--- src/rtl/mult_div_unit_if.sv ---
// Execute-stage multiply/divide bus: instruction-side request fields and the HI/LO/status view.
//   master (pipeline): drives start, ALUOp, ALUFunction, rs_data, rt_data.
//                      Observes busy, stall_req, done, div_by_zero, hi, lo, result.
//   slave (mult_div_unit): the mirror image of master.
interface mult_div_unit_if #(
  parameter int unsigned DATA_WIDTH  = 32,
  parameter int unsigned ALUOP_WIDTH = 3
);
  logic                   start;
  logic [ALUOP_WIDTH-1:0] ALUOp;
  logic [5:0]             ALUFunction;
  logic [DATA_WIDTH-1:0]  rs_data;
  logic [DATA_WIDTH-1:0]  rt_data;
  logic                   busy;
  logic                   stall_req;
  logic                   done;
  logic                   div_by_zero;
  logic [DATA_WIDTH-1:0]  hi;
  logic [DATA_WIDTH-1:0]  lo;
  logic [DATA_WIDTH-1:0]  result;

  modport master (
    output start, ALUOp, ALUFunction, rs_data, rt_data,
    input  busy, stall_req, done, div_by_zero, hi, lo, result
  );

  modport slave (
    input  start, ALUOp, ALUFunction, rs_data, rt_data,
    output busy, stall_req, done, div_by_zero, hi, lo, result
  );
endinterface

--- src/rtl/mult_div_unit.sv ---
// Multi-cycle multiply/divide unit with HI/LO registers, one iteration per clock.
// Ports:
//   clk   - rising-edge clock
//   reset - asynchronous, active-high reset
//   bus   - mult_div_unit_if.slave. Decodes ALUOp/ALUFunction on start and reports
//           busy, stall_req, done, div_by_zero and hi/lo. result carries MFHI/MFLO read data.
// Operation: signed ops are run on magnitudes; the signs are reapplied in a final FIX cycle.
// HI/LO are written only at the end, so partial results are never visible.
module mult_div_unit #(
  parameter int unsigned            DATA_WIDTH   = 32,
  parameter int unsigned            ALUOP_WIDTH  = 3,
  parameter logic [ALUOP_WIDTH-1:0] R_TYPE_ALUOP = ALUOP_WIDTH'(3'b111)
) (
  input logic            clk,
  input logic            reset,
  mult_div_unit_if.slave bus
);

  localparam int unsigned W    = DATA_WIDTH;
  localparam int unsigned CntW = $clog2(DATA_WIDTH);

  localparam logic [5:0] FnMult  = 6'b011000;
  localparam logic [5:0] FnMultu = 6'b011001;
  localparam logic [5:0] FnDiv   = 6'b011010;
  localparam logic [5:0] FnDivu  = 6'b011011;
  localparam logic [5:0] FnMfhi  = 6'b010000;
  localparam logic [5:0] FnMthi  = 6'b010001;
  localparam logic [5:0] FnMflo  = 6'b010010;
  localparam logic [5:0] FnMtlo  = 6'b010011;

  typedef enum logic [1:0] {StIdle, StRun, StFix} state_e;

  state_e          state_q, state_d;
  logic [CntW-1:0] cnt_q, cnt_d;
  // Multiply: product accumulator, multiplier shifted out from the bottom.
  // Divide: {partial remainder, dividend/quotient shift register}.
  logic [2*W-1:0]  acc_q, acc_d;
  // Multiplicand magnitude for multiply, divisor magnitude for divide.
  logic [W-1:0]    b_q, b_d;
  logic            is_div_q, is_div_d;
  // neg_lo: negate product/quotient; neg_hi: negate remainder.
  logic            neg_lo_q, neg_lo_d;
  logic            neg_hi_q, neg_hi_d;
  logic [W-1:0]    hi_q, hi_d;
  logic [W-1:0]    lo_q, lo_d;
  logic            done_q, done_d;
  logic            dbz_q, dbz_d;

  // ---------------------------------------------------------------------------
  // Decode
  // ---------------------------------------------------------------------------
  logic r_type;
  logic dec_mult, dec_multu, dec_div, dec_divu;
  logic dec_mfhi, dec_mthi, dec_mflo, dec_mtlo;
  logic dec_muldiv, dec_any, dec_divide, dec_signed;
  logic busy, accept;

  assign r_type     = (bus.ALUOp == R_TYPE_ALUOP);
  assign dec_mult   = r_type && (bus.ALUFunction == FnMult);
  assign dec_multu  = r_type && (bus.ALUFunction == FnMultu);
  assign dec_div    = r_type && (bus.ALUFunction == FnDiv);
  assign dec_divu   = r_type && (bus.ALUFunction == FnDivu);
  assign dec_mfhi   = r_type && (bus.ALUFunction == FnMfhi);
  assign dec_mthi   = r_type && (bus.ALUFunction == FnMthi);
  assign dec_mflo   = r_type && (bus.ALUFunction == FnMflo);
  assign dec_mtlo   = r_type && (bus.ALUFunction == FnMtlo);
  assign dec_muldiv = dec_mult | dec_multu | dec_div | dec_divu;
  assign dec_any    = dec_muldiv | dec_mfhi | dec_mthi | dec_mflo | dec_mtlo;
  assign dec_divide = dec_div | dec_divu;
  assign dec_signed = dec_mult | dec_div;

  assign busy   = (state_q != StIdle);
  assign accept = bus.start & ~busy;

  // ---------------------------------------------------------------------------
  // Operand magnitudes and result signs (unsigned ops never negate)
  // ---------------------------------------------------------------------------
  logic         rs_neg, rt_neg;
  logic [W-1:0] rs_mag, rt_mag;

  assign rs_neg = dec_signed & bus.rs_data[W-1];
  assign rt_neg = dec_signed & bus.rt_data[W-1];
  // The most-negative value maps onto itself, which is the correct unsigned magnitude.
  assign rs_mag = rs_neg ? (~bus.rs_data + W'(1)) : bus.rs_data;
  assign rt_mag = rt_neg ? (~bus.rt_data + W'(1)) : bus.rt_data;

  // ---------------------------------------------------------------------------
  // Iteration datapath
  // ---------------------------------------------------------------------------
  logic [W:0]     mul_sum;
  logic [2*W-1:0] mul_next;
  logic [W:0]     div_shift;
  logic [W:0]     div_diff;
  logic           div_ge;
  logic [2*W-1:0] div_next;

  // Shift-add: conditionally add the multiplicand to the upper half, then shift right.
  assign mul_sum  = {1'b0, acc_q[2*W-1:W]} + (acc_q[0] ? {1'b0, b_q} : {(W + 1){1'b0}});
  assign mul_next = {mul_sum, acc_q[W-1:1]};

  // Restoring divide: bring down the next dividend bit and trial-subtract the divisor.
  // Remainder < divisor, so the shifted value fits in W+1 bits and the borrow is diff[W].
  assign div_shift = {acc_q[2*W-1:W], acc_q[W-1]};
  assign div_diff  = div_shift - {1'b0, b_q};
  assign div_ge    = ~div_diff[W];
  assign div_next  = div_ge ? {div_diff[W-1:0], acc_q[W-2:0], 1'b1}
                            : {div_shift[W-1:0], acc_q[W-2:0], 1'b0};

  // ---------------------------------------------------------------------------
  // Sign correction applied in FIX
  // ---------------------------------------------------------------------------
  logic [2*W-1:0] prod_fix;
  logic [W-1:0]   quo_fix, rem_fix;

  assign prod_fix = neg_lo_q ? (~acc_q + (2 * W)'(1)) : acc_q;
  assign quo_fix  = neg_lo_q ? (~acc_q[W-1:0] + W'(1)) : acc_q[W-1:0];
  assign rem_fix  = neg_hi_q ? (~acc_q[2*W-1:W] + W'(1)) : acc_q[2*W-1:W];

  // ---------------------------------------------------------------------------
  // FSM next state / register updates
  // ---------------------------------------------------------------------------
  always_comb begin
    state_d  = state_q;
    cnt_d    = cnt_q;
    acc_d    = acc_q;
    b_d      = b_q;
    is_div_d = is_div_q;
    neg_lo_d = neg_lo_q;
    neg_hi_d = neg_hi_q;
    hi_d     = hi_q;
    lo_d     = lo_q;
    done_d   = 1'b0;
    dbz_d    = 1'b0;

    unique case (state_q)
      StIdle: begin
        if (accept && dec_muldiv) begin
          if (dec_divide && (bus.rt_data == '0)) begin
            // Divide by zero: flag it immediately and leave HI/LO alone.
            done_d = 1'b1;
            dbz_d  = 1'b1;
          end else begin
            state_d  = StRun;
            cnt_d    = '0;
            is_div_d = dec_divide;
            neg_lo_d = rs_neg ^ rt_neg;
            neg_hi_d = dec_divide ? rs_neg : (rs_neg ^ rt_neg);
            if (dec_divide) begin
              acc_d = {{W{1'b0}}, rs_mag};
              b_d   = rt_mag;
            end else begin
              acc_d = {{W{1'b0}}, rt_mag};
              b_d   = rs_mag;
            end
          end
        end
        if (accept && dec_mthi) hi_d = bus.rs_data;
        if (accept && dec_mtlo) lo_d = bus.rs_data;
      end

      StRun: begin
        acc_d = is_div_q ? div_next : mul_next;
        cnt_d = cnt_q + CntW'(1);
        if (cnt_q == CntW'(W - 1)) state_d = StFix;
      end

      StFix: begin
        state_d = StIdle;
        done_d  = 1'b1;
        if (is_div_q) begin
          hi_d = rem_fix;
          lo_d = quo_fix;
        end else begin
          hi_d = prod_fix[2*W-1:W];
          lo_d = prod_fix[W-1:0];
        end
      end

      default: state_d = StIdle;
    endcase
  end

  always_ff @(posedge clk or posedge reset) begin
    if (reset) begin
      state_q  <= StIdle;
      cnt_q    <= '0;
      acc_q    <= '0;
      b_q      <= '0;
      is_div_q <= 1'b0;
      neg_lo_q <= 1'b0;
      neg_hi_q <= 1'b0;
      hi_q     <= '0;
      lo_q     <= '0;
      done_q   <= 1'b0;
      dbz_q    <= 1'b0;
    end else begin
      state_q  <= state_d;
      cnt_q    <= cnt_d;
      acc_q    <= acc_d;
      b_q      <= b_d;
      is_div_q <= is_div_d;
      neg_lo_q <= neg_lo_d;
      neg_hi_q <= neg_hi_d;
      hi_q     <= hi_d;
      lo_q     <= lo_d;
      done_q   <= done_d;
      dbz_q    <= dbz_d;
    end
  end

  // ---------------------------------------------------------------------------
  // Outputs
  // ---------------------------------------------------------------------------
  logic [W-1:0] result;

  always_comb begin
    result = '0;
    if (accept && dec_mfhi) result = hi_q;
    else if (accept && dec_mflo) result = lo_q;
  end

  assign bus.busy        = busy;
  assign bus.stall_req   = bus.start & busy & dec_any;
  assign bus.done        = done_q;
  assign bus.div_by_zero = dbz_q;
  assign bus.hi          = hi_q;
  assign bus.lo          = lo_q;
  assign bus.result      = result;

endmodule

--- src/flat_wrapper.sv ---
// flat-port wrapper written by rule: the top's interface ports become plain ports
module mult_div_unit_flat 
#(
  parameter int unsigned            DATA_WIDTH   = 32,
  parameter int unsigned            ALUOP_WIDTH  = 3,
  parameter logic [ALUOP_WIDTH-1:0] R_TYPE_ALUOP = ALUOP_WIDTH'(3'b111)
)
  (clk, reset, bus_start, bus_ALUOp, bus_ALUFunction, bus_rs_data, bus_rt_data, bus_busy, bus_stall_req, bus_done, bus_div_by_zero, bus_hi, bus_lo, bus_result);
  mult_div_unit_if #(.DATA_WIDTH(DATA_WIDTH), .ALUOP_WIDTH(ALUOP_WIDTH)) bus_i ();
  input logic clk;
  input logic reset;
  input wire logic [$bits(bus_i.start)-1:0] bus_start;
  input wire logic [$bits(bus_i.ALUOp)-1:0] bus_ALUOp;
  input wire logic [$bits(bus_i.ALUFunction)-1:0] bus_ALUFunction;
  input wire logic [$bits(bus_i.rs_data)-1:0] bus_rs_data;
  input wire logic [$bits(bus_i.rt_data)-1:0] bus_rt_data;
  output wire logic [$bits(bus_i.busy)-1:0] bus_busy;
  output wire logic [$bits(bus_i.stall_req)-1:0] bus_stall_req;
  output wire logic [$bits(bus_i.done)-1:0] bus_done;
  output wire logic [$bits(bus_i.div_by_zero)-1:0] bus_div_by_zero;
  output wire logic [$bits(bus_i.hi)-1:0] bus_hi;
  output wire logic [$bits(bus_i.lo)-1:0] bus_lo;
  output wire logic [$bits(bus_i.result)-1:0] bus_result;
  assign bus_i.start = bus_start;
  assign bus_i.ALUOp = bus_ALUOp;
  assign bus_i.ALUFunction = bus_ALUFunction;
  assign bus_i.rs_data = bus_rs_data;
  assign bus_i.rt_data = bus_rt_data;
  assign bus_busy = bus_i.busy;
  assign bus_stall_req = bus_i.stall_req;
  assign bus_done = bus_i.done;
  assign bus_div_by_zero = bus_i.div_by_zero;
  assign bus_hi = bus_i.hi;
  assign bus_lo = bus_i.lo;
  assign bus_result = bus_i.result;
  mult_div_unit #(.DATA_WIDTH(DATA_WIDTH), .ALUOP_WIDTH(ALUOP_WIDTH), .R_TYPE_ALUOP(R_TYPE_ALUOP)) u_core (.clk(clk), .reset(reset), .bus(bus_i));
endmodule
--- config.mk ---
export PLATFORM = sky130hd
export DESIGN_NAME = mult_div_unit_flat
export DESIGN_NICKNAME = d
export VERILOG_FILES = /design/src/rtl/mult_div_unit_if.sv /design/src/rtl/mult_div_unit.sv /design/src/flat_wrapper.sv
export SDC_FILE = /design/constraint.sdc
export NUM_CORES = 1
export LEC_CHECK = 0
export BUFFER_PORTS_ARGS = -buffer_cell sky130_fd_sc_hd__buf_2
export CORE_ASPECT_RATIO = 1.2
export CORE_UTILIZATION = 23
export DETAILED_ROUTE_END_ITERATION = 6
export PLACE_DENSITY = 0.4
export SYNTH_ARGS = -nofsm -noshare
export SYNTH_HDL_FRONTEND = slang
export SYNTH_SLANG_ARGS = --single-unit
--- constraint.sdc ---
create_clock -name clk -period 14.13 [get_ports clk]
set_input_delay 2.1195 -clock clk [delete_from_list [all_inputs] [get_ports clk]]
set_output_delay 2.1195 -clock clk [all_outputs]
set_load 0.02 [all_outputs]
==> impl_metrics.yaml, run 1 <==
status:
  status: "completed"
sta:
  tightest_slew_ns: 1.11
  fin_hold_ws_ns: 0.496
  drv_slew: 0
  finalCriticalPeriod_ns: 6.69
  finalHoldViolCount: 0
  rsz0062_at_grt: "false"
  timing.fmax_ghz: 0.150
  slew-limit-headroom: 0.260
  final.period_utilization: 0.473
  tns_ns: 0
  setup_ws_ns: 7.44
  setup_viol: 0
  fin_worst_skew_ns: 0.0104
detailed_routing:
  drcViolationCount: 0
  routed_via_density: 5.06
  vias: 15300
  first_iter_violations: 1014
  wl_mm: 66.5
  ant_nets: 0
  drt-pass1-iter-count: 6
  wl_per_cell_um: 22.0
global_routing:
  grt_max_degree: 90
  antenna_found_initial: 1
  grtUsageTotal: 0.192
  grt_pass1_vias: 15200
  grt_pass1_wl_mm: 98.8
  overflow: 0
placed_design:
  place_ws_ns: 7.54
  dpl.hpwl_mm: 51.5
  dpl_cell_area_um2: 17400
  gp_congestion: 0.856
  port-buffer-count: 175
setup_path:
  reg2reg_slack_ns: 9.89
  rr_worst_depth: 12
  cp_max_fo: 32
  startpoint_type: "input port"
  critPathRequiredTime_ns: 12.01
  startpoint: "bus_ALUFunction[2]"
  r2r_start: "u_core.acc_q[31]"
  critPathArrivalTime_ns: 4.57
  r2r_end: "u_core.acc_q[52]"
  crit_end: "bus_result[28]"
  critical_path_class: "in -> out"
  crit_path_end_kind: "output pin"
floorplanning:
  fp-row-count: 104
  ios: 176
  fp.dieArea_um2: 69300
  initial_core_util: 0.233
  die_h_um: 288
  core_area_um2: 67300
  die_x_um: 240
power:
  p_leak_nw: 7.61
  p_total_w: 0.00288
  vdd_ir_drop_max_mv: 0.0940
  power_density_nw_per_um2: 160
clock_tree:
  root_buffer: "clkbuf_16"
  htreeDepth: 4
  clk-insertion-delay-late_ns: 0.47
  clockBufferDepth: 2
  cts-buffers-inserted: 17
  postCtsHoldBufs: 0
  cts_tree: "built"
  clock-sinks: 172
  clkTransAtPathRegs_ns: 0.08
  postCtsResizedCells: 0
  post_cts_buffers: 0
logic_synthesis:
  synth.most_common_cell: "nor2_1"
  synth_top_area_frac: 0.274
  async_flop_share: 1.00
  syn-num-nets: 2167
  synth_edf_count: 0
  synth-main-ff-cell: "dfrtp_1"
  synth_warnings: 0
  ys_top_cells_by_area: "dfrtp_1, mux2i_1, nor2_1, o21ai_0, ha_1"
  postSynthCellCount: 2019
  syn_area_per_cell_um2: 7.77
  synth_area_um2: 15700
  yosys-top-cells-count: "nor2_1, nand2_1, o21ai_0"
  synth_cell_types: 82
  yosysTopAreaCell: "dfrtp_1"
  yosysSeqAreaShare: 0.274
  ys_seq_elements: 172
final_layout:
  fill_cells: 7398
  syn_to_final_growth_pct: 14.7
  stdcell_area_um2: 18000
  layout.nets: 2261
  drive_gt1_frac: 0.131
worst_hold_path:
  min_path_type: "reg -> reg"
run:
  maxCapViolCount: 0
[layer usage]
| layer | GRT usage | part of all wire | wire length [um] | vias to the layer above |
|---|---|---|---|---|
| met4 | 0.110 | 0.055 | 3670 | 0 |
| met3 | 0.0233 | 0.035 | 2300 | 102 |
| met5 | 0 | 0 | 0 | - |
| met2 | 0.336 | 0.50 | 33100 | 328 |
| met1 | 0.225 | 0.41 | 27400 | 7460 |
| li1 | - | - | - | 7420 |
[kinds of logic after synthesis]
logic type	count (synthesis)	synth area share
buffers and inverters	183	0.0462
and+or+nand+nor	691	0.201
adders and majority gates	72	0.0584
DFF	172	0.274
AOI/OAI and AO/OA	590	0.234
muxes	139	0.0894
xor gates and xnor gates	172	0.0960
[worst min-delay path by stage]
stage / startpoint / to / slack [ns] / cells after the start
CTS: u_core.b_q[26] / u_core.b_q[26] / 0.50 / 2
global route: u_core.b_q[27] / u_core.b_q[27] / 0.52 / 2
global placement: u_core.b_q[23] / u_core.b_q[23] / 0.47 / 2
detailed placement: u_core.b_q[27] / u_core.b_q[27] / 0.48 / 2
finish: u_core.b_q[25] / u_core.b_q[25] / 0.50 / 2
floorplan: u_core.b_q[11] / u_core.b_q[11] / 0.45 / 2
[critical path, stage by stage]
cell	delay, ns
buf_2	0.11
nor4bb_1	0.42
and2_1	0.26
nand2_1	0.09
nor3_1	0.80
nand2_1	0.13
buf_4	0.28
nor2_1	0.15
buf_2	0.17
[report_power, final]
part | switching [W] | total [W] | internal [W]
logic | 0.000935 | 0.00155 | 0.000611
clock network | 0.000241 | 0.000504 | 0.000263
registers | 0.000241 | 0.000830 | 0.000589
[cell usage in the layout (no fill, tap or decap), types with 6 or more instances in the layout]
master / netlist / layout
or3_1: 12 / 12
o21ai_1: 6 / 6
nor3_1: 41 / 41
ha_1: 70 / 70
o21bai_1: 8 / 8
a31oi_1: 28 / 28
or2_2: 6 / 6
buf_2: 11 / 175
nor2b_1: 29 / 27
inv_1: 58 / 57
nand4_1: 10 / 10
mux2_2: 9 / 9
and3_1: 11 / 11
dfrtp_1: 172 / 171
o41ai_1: 10 / 10
buf_4: 4 / 25
nor2_1: 238 / 237
clkbuf_16: 0 / 17
o21a_1: 10 / 10
o22ai_1: 6 / 6
nand3_1: 35 / 34
or4_1: 11 / 11
a211oi_1: 41 / 41
o21ai_0: 176 / 176
a21oi_1: 147 / 147
and2_1: 11 / 11
nand2_1: 228 / 228
a21o_1: 25 / 25
o211ai_1: 30 / 30
nor4_1: 18 / 18
xnor2_1: 88 / 88
a22oi_1: 19 / 19
a221o_1: 6 / 6
o31ai_1: 30 / 30
xor2_1: 84 / 84
nand2b_1: 16 / 14
a31o_2: 6 / 6
mux2i_1: 130 / 130
[through the flow]
stage / std cells / util
2_1_floorplan: 2019 / -
3_3_place_gp: 2995 / 0.259
3_5_place_dp: 2995 / 0.259
4_1_cts: 3027 / 0.267
5_1_grt: 3028 / 0.268
6_report: 3028 / 0.268
[state kept, by name (all words and copies together), names as in the netlist]
register	cells
u_core.acc_q	64
u_core.b_q	32
u_core.bus.div_by_zero	1
u_core.bus.done	1
u_core.bus.hi	32
u_core.bus.lo	32
u_core.cnt_q	5
u_core.is_div_q	1
u_core.neg_hi_q	1
u_core.neg_lo_q	1
u_core.state_q	2
[area by class of cell]
type,count,area (um^2),share of cell area
Antenna cell,1,2.50,0.000139
Clock buffer,17,425,0.0236
Clock inverter,15,164,0.00911
Inverter,58,223,0.0124
Multi-Input combinational cell,1664,10700,0.594
Sequential cell,172,4310,0.239
Tap cell,901,1130,0.0626
Timing Repair Buffer,200,1060,0.0591
(Power assumes the default switching activity.)
==> run 2: changes to the inputs <==
==> constraint.sdc (replaced) <==
create_clock -name clk -period 6.6 [get_ports clk]
set_input_delay 0.99 -clock clk [delete_from_list [all_inputs] [get_ports clk]]
set_output_delay 0.99 -clock clk [all_outputs]
set_load 0.02 [all_outputs]
==> run 2 against run 1 <==
  * Final area grew 0.47%
  * Critical path depth is the same
  * Critical path type unchanged
  * Critical endpoint is now bus_result[22]
  * Clock power grew 140%
==> impl_metrics.yaml, run 2 (synthesis results as in run 1) <==
status:
  status: "completed"
clock_tree:
  postCtsHoldBufs: 0
  htreeDepth: 4
  clockBufferDepth: 2
  clock-sinks: 172
  cts_tree: "built"
  root_buffer: "clkbuf_16"
  cts-buffers-inserted: 17
  post_cts_buffers: 0
  postCtsResizedCells: 0
  clkTransAtPathRegs_ns: 0.07
  clk-insertion-delay-late_ns: 0.48
floorplanning:
  fp.dieArea_um2: 69300
  ios: 176
  core_area_um2: 67300
  fp-row-count: 104
  die_x_um: 240
  die_h_um: 288
  initial_core_util: 0.233
global_routing:
  grtUsageMet2: 0.353
  grt_pass1_wl_mm: 99.8
  grt_pass1_vias: 15200
  grtUsageTotal: 0.194
  met3_usage: 0.0186
  grt_use_met1: 0.230
  grt_max_degree: 102
  overflow: 0
  antenna_found_initial: 1
  grt.busiest_layer: "met2"
setup_path:
  critPathArrivalTime_ns: 3.24
  slowest_delay_ns: 0.53
  startpoint_type: "input port"
  crit_family: "simple AND/OR/NAND/NOR gates"
  critPathRequiredTime_ns: 5.61
  critical_path_class: "in -> out"
  crit_slowest_cell: "nor4bb_1"
  rr_worst_depth: 12
  r2r_start: "u_core.acc_q[31]"
  path_cells: "buf_2 > nor4bb_1 > and2_1 > nand2_1 > nor3_1 > nand2_1 > buf_4 > nor2_1 > buf_2"
  critPathBufInv: 3
  cp_max_fo: 32
  r2r_end: "u_core.acc_q[52]"
  reg2reg_slack_ns: 2.59
  crit_path_end_kind: "output pin"
power:
  p_sw_w: 0.00303
  comb_power_share: 0.526
  pwr-share-clk: 0.191
  vdd_ir_drop_max_mv: 0.233
  swShare: 0.480
  power_density_nw_per_um2: 349
  p_total_w: 0.00632
  p_leak_nw: 7.66
  pwr-share-seq: 0.283
  intPower_w: 0.00329
detailed_routing:
  routed_via_density: 5.10
  vias: 15400
  first_iter_violations: 946
  drt-pass1-iter-count: 5
  drcViolationCount: 0
  wl_mm: 67.2
  wl_per_cell_um: 22.2
  ant_nets: 0
worst_hold_path:
  hold_depth: 2
  hp-start: "u_core.b_q[20]"
  min_path_type: "reg -> reg"
  min_to: "u_core.b_q[20]"
sta:
  rsz0062_at_grt: "false"
  drv_slew: 0
  timing.fmax_ghz: 0.236
  tns_ns: 0
  slew-limit-headroom: 0.152
  tightest_slew_ns: 1.27
  fin_worst_skew_ns: 0.0135
  finalCriticalPeriod_ns: 4.23
  final.period_utilization: 0.641
  setup_ws_ns: 2.37
  finalHoldViolCount: 0
  setup_viol: 0
final_layout:
  largest_reg_flops: 64
  final_common_cell: "nor2_1"
  final_cell_mix: "nor2_1, nand2_1, o21ai_0, buf_2, dfrtp_1"
  multi_input_area_um2: 10700
  ff_latch_area_um2: 4310
  stdcell_area_um2: 18100
  post-route-util: 0.269
  largest-register: "u_core.acc_q"
  antenna_cells: 0
  layout.nets: 2260
  syn_to_final_growth_pct: 15.3
  fill_cells: 7415
  drive_gt1_frac: 0.130
placed_design:
  place_ws_ns: 2.33
  dpl_cell_area_um2: 17400
  gp_congestion: 0.901
  port-buffer-count: 175
  dpl.hpwl_mm: 52.4
run:
  maxCapViolCount: 0
run 2: cell count changes in the layout (fill, tap and decap cells not counted), sizes merged:
| cell | previous run | this run |
|---|---|---|
| bufinv | 2 | 6 |
| clkinvlp | 4 | 1 |
| inv | 62 | 60 |
| buf | 200 | 199 |
| clkbuf | 17 | 18 |
| diode | 1 | 0 |
run 2: how the worst max path moves through the flow:
stage                       startpoint               to  slack [ns]  cells after the start
detailed placement  bus_ALUFunction[2]   bus_result[22]        2.33                      9
floorplan                        reset  u_core.acc_q[0]        0.95                      1
global placement    bus_ALUFunction[2]   bus_result[22]        2.37                      9
finish              bus_ALUFunction[2]   bus_result[22]        2.37                      9
global route        bus_ALUFunction[2]   bus_result[15]        2.24                      9
CTS                 bus_ALUFunction[2]   bus_result[22]        2.33                      9
run 2: power groups by stage:
stage	clock (W)	sequential (W)	combinational, W
2_1_floorplan	0	0.00153	0.00248
3_3_place_gp	0	0.00180	0.00331
3_5_place_dp	0	0.00180	0.00330
4_1_cts	0.00123	0.00178	0.00332
5_1_grt	0.00127	0.00182	0.00368
6_report	0.00121	0.00179	0.00332
run 2: area by class of cell:
cell class                 instances  area share
multi-input combinational       1664       0.591
clock buffer                      18      0.0237
sequential                       172       0.238
timing repair buffer             199      0.0591
inverter                          58      0.0123
tap                              901      0.0623
clock inverter                    14      0.0134
run 2: worst min-delay path, cell delays in order, from the launching register on:
cell and delay [ns]:
dfrtp_1 0.35, nand2_1 0.05, o21ai_0 0.06
run 2: layer usage:
| layer | up-vias | share of wire |
|---|---|---|
| met2 | 345 | 0.52 |
| met5 | - | 0.00019 |
| met1 | 7606 | 0.42 |
| li1 | 7398 | - |
| met4 | 2 | 0.038 |
| met3 | 86 | 0.025 |
run 2: metrics by stage:
step	cells	hold slack (ns)
after floorplan	2019	0.450
after global placement	2994	0.469
after detailed placement	2994	0.472
after CTS	3026	0.499
after global routing	3026	0.526
final	3026	0.495
==> run 3: changes to the inputs <==
--- a/config.mk
+++ b/config.mk
@@ -9,7 +9,7 @@
 export CORE_ASPECT_RATIO = 1.2
 export CORE_UTILIZATION = 23
 export DETAILED_ROUTE_END_ITERATION = 6
-export PLACE_DENSITY = 0.4
+export PLACE_DENSITY = 0.42
 export SYNTH_ARGS = -nofsm -noshare
 export SYNTH_HDL_FRONTEND = slang
 export SYNTH_SLANG_ARGS = --single-unit
==> constraint.sdc (replaced) <==
create_clock -name clk -period 3.7 [get_ports clk]
set_input_delay 0.555 -clock clk [delete_from_list [all_inputs] [get_ports clk]]
set_output_delay 0.555 -clock clk [all_outputs]
set_load 0.02 [all_outputs]
==> run 3 against run 2 <==
  * Total power rose by 87%
  * Critical path depth up 4
  * Non-clock buffer count grew 105
  * Cell count rose by 3.5%
  * Critical path type is now reg -> reg
  * Via count increased by 4.1%
  * Combinational power is 110% higher
  * Worst hold slack got worse by 0.32 ns
  * First-iteration DRC count up 17%
  * Global-route usage up 0.96 points
  * Largest power group unchanged
  * Highest routed layer is now met4
  * Core utilization rose by 1.2 points
  * Clock-buffer cell count decreased by 1
  * Clock skew up 0.0083 ns
==> impl_metrics.yaml, run 3 (synthesis results as in run 1) <==
status:
  status: "completed"
sta:
  fin_worst_skew_ns: 0.0217
  timing.fmax_ghz: 0.296
  finalCriticalPeriod_ns: 3.38
  slew-limit-headroom: 0.345
  tns_ns: 0
  final.period_utilization: 0.914
  setup_ws_ns: 0.318
  fin_hold_ws_ns: 0.172
  rsz0062_at_grt: "false"
  setup_viol: 0
  drv_slew: 0
  tightest_slew_ns: 0.974
  finalHoldViolCount: 0
setup_path:
  cp_max_fo: 15
  startpoint_type: "register"
  critical_path_class: "reg -> reg"
  critPathRequiredTime_ns: 4.06
  crit_end: "u_core.acc_q[56]"
  r2r_end: "u_core.acc_q[56]"
  reg2reg_slack_ns: 0.32
  startpoint: "u_core.acc_q[0]"
  r2r_start: "u_core.acc_q[0]"
  crit_path_end_kind: "register"
  rr_worst_depth: 13
  critPathArrivalTime_ns: 3.74
placed_design:
  place_ws_ns: 0.0910
  gp_congestion: 0.947
  dpl.cell_count: 3099
  dpl.hpwl_mm: 57.2
  port-buffer-count: 175
clock_tree:
  clockBufferDepth: 2
  cts_tree: "built"
  htreeDepth: 4
  cts-buffers-inserted: 17
  clk-insertion-delay-late_ns: 0.48
  postCtsHoldBufs: 0
  clock-sinks: 172
  clkTransAtPathRegs_ns: 0.09
  root_buffer: "clkbuf_16"
  postCtsResizedCells: 0
  post_cts_buffers: 0
final_layout:
  multi_input_area_um2: 10700
  final_common_cell: "nor2_1"
  drive_gt1_frac: 0.172
  largest-register: "u_core.acc_q"
  syn_to_final_growth_pct: 20.5
  stdcell_count: 3133
  final_cell_mix: "nor2_1, nand2_1, o21ai_0, buf_2, dfrtp_1"
  largest_reg_flops: 64
  ff_latch_area_um2: 4310
  fill_cells: 7431
  layout.nets: 2365
detailed_routing:
  ant_nets: 0
  vias: 16100
  first_iter_violations: 1106
  drt-pass1-iter-count: 5
  wl_mm: 71.0
  routed_via_density: 5.13
  wl_per_cell_um: 22.7
  drcViolationCount: 0
floorplanning:
  ios: 176
  fp.dieArea_um2: 69300
  fp-row-count: 104
  initial_core_util: 0.233
  die_h_um: 288
  die_x_um: 240
  core_area_um2: 67300
global_routing:
  overflow: 0
  grt_pass1_wl_mm: 104
  grtUsageTotal: 0.204
  grt_pass1_vias: 15900
  antenna_found_initial: 1
  grt_max_degree: 81
power:
  power_density_nw_per_um2: 626
  vdd_ir_drop_max_mv: 0.338
  p_leak_nw: 8.17
run:
  maxCapViolCount: 0
worst_hold_path:
  min_path_type: "in -> async"
[run 3: layer usage]
metal / share of wire / up-vias / routed length, um / global-route usage
met4: 0.053 / 0 / 3750 / 0.109
li1: - / 7641 / - / -
met2: 0.52 / 416 / 36700 / 0.372
met5: 0 / - / 0 / 0
met1: 0.40 / 7897 / 28600 / 0.235
met3: 0.027 / 113 / 1950 / 0.0152
[run 3: stage by stage]
stage	util	total power (W)	cell area [um^2]
final	0.281	0.0118	18900
after detailed placement	0.272	0.00982	18300
after CTS	0.281	0.0119	18900
after global routing	0.281	0.0126	18900
after global placement	0.272	0.00986	18300
after floorplan	-	0.00716	15700
[run 3: worst max-delay path, stage by stage (launching register included)]
cell and delay, ns:
dfrtp_1 0.42, inv_1 0.17, buf_12 0.17, nor2_1 0.06, ha_1 0.34, a2111oi_0 0.40
o21ai_0 0.16, nand2_1 0.11, o21ai_1 0.20, a211o_1 0.40, a311oi_1 0.35, o21a_1 0.17
xor2_1 0.19, o21ai_0 0.12
[run 3: worst min-delay path by stage]
stage | slack (ns) | endpoint | depth (start not counted) | startpoint
after floorplan | 0.45 | u_core.b_q[11] | 2 | u_core.b_q[11]
after detailed placement | 0.47 | u_core.b_q[17] | 2 | u_core.b_q[17]
final | 0.17 | u_core.bus.lo[13] | 2 | reset
after CTS | 0.18 | u_core.bus.lo[13] | 2 | reset
after global routing | 0.20 | u_core.bus.lo[13] | 2 | reset
after global placement | 0.47 | u_core.b_q[22] | 2 | u_core.b_q[22]
[run 3: layout make-up]
| type | instances | share of cell area |
|---|---|---|
| Multi-Input combinational cell | 1664 | 0.565 |
| Tap cell | 901 | 0.0596 |
| Timing Repair Buffer | 304 | 0.102 |
| Clock buffer | 17 | 0.0225 |
| Clock inverter | 15 | 0.0105 |
| Antenna cell | 2 | 0.000265 |
| Inverter | 58 | 0.0117 |
| Sequential cell | 172 | 0.228 |
[run 3: report_power, final]
group          leakage, nW  switching, W  internal [W]
Combinational         5.74       0.00423       0.00277
Sequential            2.13      0.000592       0.00226
Clock                0.303       0.00101      0.000981
